## src/rtl/pci_tgt_wr_post.sv

```systemverilog
// Write-posting target: claims aligned burst writes to one BAR, queues {addr,data}
// pairs and drains them over a req/ack memory port. Reads are never claimed.
module pci_tgt_wr_post #(
    parameter int unsigned BAR_NUM = 2,
    parameter int unsigned DEPTH   = 8,
    parameter int unsigned AW      = 3
) (
    input  logic          CLK,
    input  logic          reset,
    input  logic          addr_vld,
    input  logic [31:0]   addr,
    input  logic [7:0]    base_hit,
    input  logic          s_wrdn,
    input  logic          s_data,
    input  logic          s_data_vld,
    input  logic [31:0]   adio_out,
    output logic          s_ready,
    output logic          s_term,
    output logic          s_abort,
    output logic          mem_req,
    output logic [31:0]   mem_addr,
    output logic [31:0]   mem_wdata,
    input  logic          mem_ack,
    output logic [AW:0]   fifo_level,
    output logic          overflow
);

    typedef enum logic [1:0] {IDLE, XFER, ABORT} state_t;

    localparam logic [AW:0]   LVL_ONE   = (AW+1)'(1);
    localparam logic [AW:0]   LVL_TWO   = (AW+1)'(2);
    localparam logic [AW:0]   LVL_DEPTH = (AW+1)'(DEPTH);
    localparam logic [AW-1:0] PTR_ONE   = AW'(1);

    state_t        state_q;
    logic [31:0]   addr_cnt_q;
    logic [AW-1:0] wr_ptr_q, rd_ptr_q;
    logic [AW:0]   level_q, level_d, free_next;
    logic          s_ready_q, s_term_q, s_abort_q, overflow_q;
    logic [31:0]   addr_mem_q [DEPTH];
    logic [31:0]   data_mem_q [DEPTH];

    logic hit, full, push, drop, pop, room;
    logic unused_hit_bits;

    // base_hit is only trusted alongside the address-phase strobe
    assign hit  = addr_vld & base_hit[BAR_NUM] & s_wrdn;
    assign full = (level_q == LVL_DEPTH);
    assign push = (state_q == XFER) & s_data_vld & ~full;
    assign drop = (state_q == XFER) & s_data_vld & full;
    assign pop  = (level_q != '0) & mem_ack;
    assign unused_hit_bits = ^base_hit;

    always_comb begin
        level_d = level_q;
        if (push && !pop)
            level_d = level_q + LVL_ONE;
        else if (!push && pop)
            level_d = level_q - LVL_ONE;
    end

    // Keeping one spare entry absorbs the word already in flight when ready drops
    assign free_next = LVL_DEPTH - level_d;
    assign room      = (free_next >= LVL_TWO);

    always_ff @(posedge CLK) begin
        if (push) begin
            addr_mem_q[wr_ptr_q] <= addr_cnt_q;
            data_mem_q[wr_ptr_q] <= adio_out;
        end
    end

    always_ff @(posedge CLK) begin
        if (reset) begin
            state_q    <= IDLE;
            addr_cnt_q <= '0;
            wr_ptr_q   <= '0;
            rd_ptr_q   <= '0;
            level_q    <= '0;
            s_ready_q  <= 1'b0;
            s_term_q   <= 1'b0;
            s_abort_q  <= 1'b0;
            overflow_q <= 1'b0;
        end else begin
            if (push) wr_ptr_q <= wr_ptr_q + PTR_ONE;
            if (pop)  rd_ptr_q <= rd_ptr_q + PTR_ONE;
            level_q <= level_d;
            if (drop) overflow_q <= 1'b1;

            case (state_q)
                IDLE: begin
                    s_ready_q <= 1'b0;
                    s_term_q  <= 1'b0;
                    s_abort_q <= 1'b0;
                    if (hit && addr[1:0] == 2'b00) begin
                        state_q    <= XFER;
                        addr_cnt_q <= addr;
                        s_ready_q  <= room;
                        s_term_q   <= ~room;
                    end else if (hit) begin
                        state_q   <= ABORT;
                        s_abort_q <= 1'b1;
                    end
                end
                XFER: begin
                    if (push) addr_cnt_q <= addr_cnt_q + 32'd4;
                    if (!s_data) begin
                        state_q   <= IDLE;
                        s_ready_q <= 1'b0;
                        s_term_q  <= 1'b0;
                    end else begin
                        s_ready_q <= room;
                        s_term_q  <= ~room;
                    end
                end
                ABORT: begin
                    s_ready_q <= 1'b0;
                    s_term_q  <= 1'b0;
                    if (!s_data) begin
                        state_q   <= IDLE;
                        s_abort_q <= 1'b0;
                    end else begin
                        s_abort_q <= 1'b1;
                    end
                end
                default: state_q <= IDLE;
            endcase
        end
    end

    assign s_ready    = s_ready_q;
    assign s_term     = s_term_q;
    assign s_abort    = s_abort_q;
    assign overflow   = overflow_q;
    assign fifo_level = level_q;
    assign mem_req    = (level_q != '0);
    assign mem_addr   = addr_mem_q[rd_ptr_q];
    assign mem_wdata  = data_mem_q[rd_ptr_q];

endmodule
```

## config.mk

```make
export PLATFORM = sky130hd
export DESIGN_NAME = pci_tgt_wr_post
export DESIGN_NICKNAME = d
export VERILOG_FILES = /design/src/rtl/pci_tgt_wr_post.sv
export SDC_FILE = /design/constraint.sdc
export NUM_CORES = 1
export LEC_CHECK = 0
export ABC_AREA = 1
export BUFFER_PORTS_ARGS = -buffer_cell sky130_fd_sc_hd__buf_2
export CELL_PAD_IN_SITES_DETAIL_PLACEMENT = 0
export CELL_PAD_IN_SITES_GLOBAL_PLACEMENT = 1
export CORE_MARGIN = 4
export CORE_UTILIZATION = 49
export DETAILED_ROUTE_END_ITERATION = 8
export PLACE_DENSITY = 0.83
export SYNTH_ARGS = -nofsm -noshare
export SYNTH_HDL_FRONTEND = slang
export SYNTH_SLANG_ARGS = --single-unit
```

## constraint.sdc

```tcl
create_clock -name CLK -period 5.05 [get_ports CLK]
set_input_delay 0.505 -clock CLK [delete_from_list [all_inputs] [get_ports CLK]]
set_output_delay 0.505 -clock CLK [all_outputs]
set_load 0.005 [all_outputs]
```

==> impl_results.md <==
- Status: finished clean
- #FFs+latches synth: 563
- Setup tns final: 0 ns
- GP Congestion: 0.809
- Post_cts resized: 0
- Ys flop type: edfxtp_1
- Hold Path Origin: addr[2]
- First-pass GRT wire length: 80,700 microns
- Yosys top cell area share: 67.2%
- Drt first-iter violations: 1,240
- Worst skew pair latency: 0.60 ns
- CP max FO: 94
- Reg2reg start: fifo_level[0]$_SDFF_PP0_
- Final period utilization: 78.3%
- Vias in the first global route: 14,900
- Die H: 224 microns
- Crit. End Element: output pin
- Routed wire length: 52,000 microns
- Number of distinct library cells after synthesis: 48
- Worst Setup Start Kind: flop
- Die X: 224 microns
- RSZ-0062 raised after global routing: no
- Average size of a mapped cell: 11.7 sq um
- FP Rows: 78
- CP Class: reg -> out
- Slew HR: 25.8%
- Fin crit period: 3.95 ns
- Layout cells sized above 1: 14.2%
- Setup Skew: 0.0133 ns
- Pin count of the biggest net entering global routing: 131
- Asr flop ratio synth: 0%
- Ant diodes: 0
- Drt pass-1 iters: 6
- Root Buffer: clkbuf_16
- R2R setup slack: 2.03 ns
- Syn_nets: 2,043
- Num CTS Buffers: 54
- Setup Viol. Count Final: 0
- Dominant cells by area after synthesis: edfxtp_1, nor2_1, o21ai_0
- Hold_buf cts: 0
- Via/cell ratio: 5.63
- WP data required: 4.55 ns
- EDFF count, synth: 512
- Core ar.: 45,800 sq um
- Area Growth Syn to Fin: 13.0%
- Commonest cells post-synth: edfxtp_1, nor2_1, o21ai_0, nand2_1, clkbuf_1
- Crit path DAT: 3.45 ns
- Htree depth: 2
- Max Cap Viol: 0
- # IOs: 152
- Max clock buf depth: 3
- Post-CTS setup repair buffer count: 0
- TritonCTS clock tree: done
- Clock-pin slew on the worst setup and hold paths: 0.06 ns
- WL per Instance: 19.2 microns
- Power per cell area: 456 nW/um^2
- Post-synth top area cell: edfxtp_1
- F_max: 253 MHz
- GRT Total Usage: 20.3%
- Final design utilization: 56.5%
- Grt ovf: 0
- Post-DP HPWL: 27,800 microns
- Post-synthesis cell area: 22,900 sq um
- Routed Antenna Nets: 0
- Count of input and output buffers: 144
- Register area share after synthesis: 71.6%
- Starting Density: 50.0%
- Die area: 50,200 sq um
- Top-count cell post-synth: edfxtp_1
- Slew Limit Fails: 0
- Clk sinks: 563
- Final #Nets: 2,148
- Gate count after technology mapping: 1,954
- DRC errors left: 0
- Pleak: 8.83 nW
- VDD IR-drop max: 0.000315 V
- Synth warn: 0
- Hold Crit Class: in -> reg
- Antenna violations before repair: 0
- DR vias: 15,200
- Final hold viol count: 0
- Slew @ Worst Pin: 1.11 ns
## registers in the layout, summed over array words and instances, names as in the netlist, 2 cells and up, named ones only
| signal | flops |
|---|---|
| addr_cnt_q | 32 |
| addr_mem_q | 256 |
| data_mem_q | 256 |
| fifo_level | 4 |
| rd_ptr_q | 3 |
| state_q | 2 |
| wr_ptr_q | 3 |
## layout make-up
| cell class | count | area (sq um) |
|---|---|---|
| sequential | 563 | 16400 |
| multi-input combinational | 1221 | 5840 |
| timing repair buffer | 166 | 973 |
| clock inverter | 32 | 211 |
| clock buffer | 70 | 1460 |
| tap | 600 | 751 |
| fill | 3692 | 19900 |
| inverter | 53 | 216 |
## per-stage QoR
| step | area (sq um) | total power [W] | setup slack [ns] | hold slack [ns] | instances |
|---|---|---|---|---|---|
| floorplan | 22900 | 0.00717 | 0.720 | 0.426 | 1954 |
| global placement | 24200 | 0.00805 | 1.79 | 0.433 | 2603 |
| detailed placement | 24200 | 0.00813 | 1.77 | 0.446 | 2603 |
| CTS | 25900 | 0.0119 | 1.10 | 0.121 | 2705 |
| global route | 25900 | 0.0124 | 0.858 | 0.153 | 2705 |
| finish | 25900 | 0.0118 | 1.10 | 0.151 | 2705 |
## cells in the final DEF (no fill, tap or decap), types with 8 or more instances in the layout
cell	instances
nor2_1	502
nand4_1	9
buf_4	15
o22ai_1	67
nor3_1	8
o21ai_0	289
clkinv_1	13
inv_2	8
a31oi_1	67
dfxtp_1	49
clkbuf_1	12
ha_1	9
nand3_1	31
clkinv_2	11
nand2_1	124
nor2_4	11
edfxtp_1	512
buf_2	144
inv_1	40
nor2_2	9
a21oi_1	42
clkbuf_16	55
## critical path, stage by stage (launching register included)
cell and delay, ns:
dfxtp_4 0.83, buf_4 0.85, o21ai_0 0.21, o22ai_1 0.19, nor2_1 0.06, a31oi_1 0.42, buf_2 0.20
## cells by family (layout without fill, tap and decap cells)
group / count (synthesis) / in the layout / synth area share [%]
XOR/XNOR: 8 / 8 / 0.306
flip-flops: 563 / 563 / 71.6
buffers and inverters: 170 / 321 / 3.14
AND/OR/NAND/NOR: 713 / 713 / 12.6
AO/OA/AOI/OAI: 490 / 490 / 11.8
adder cells (fa/ha/maj): 10 / 10 / 0.547
## power by group
group	leakage (nW)	internal (W)	total, W	switching [W]
combinational	2.82	0.000927	0.00263	0.00170
sequential	5.19	0.00516	0.00538	0.000220
clock	0.816	0.00210	0.00378	0.00168
## worst paths after layout
path                                end  cells after the start
min          addr_cnt_q[2]$_SDFFE_PP0P_                      3
max reg2reg  data_mem_q[0][8]$_DFFE_PP_                      8
max                        mem_addr[16]                      6
min reg2reg                        flop                      1
## layer usage
layer / vias up / wire length (microns) / global-route usage, %
li1: 7222 / - / -
met4: 0 / 1240 / 6.03
met3: 82 / 3560 / 3.62
met5: - / 0 / 0
met2: 500 / 24500 / 33.0
met1: 7438 / 22700 / 28.3
Note: power is estimated with default switching activity, not from simulation.
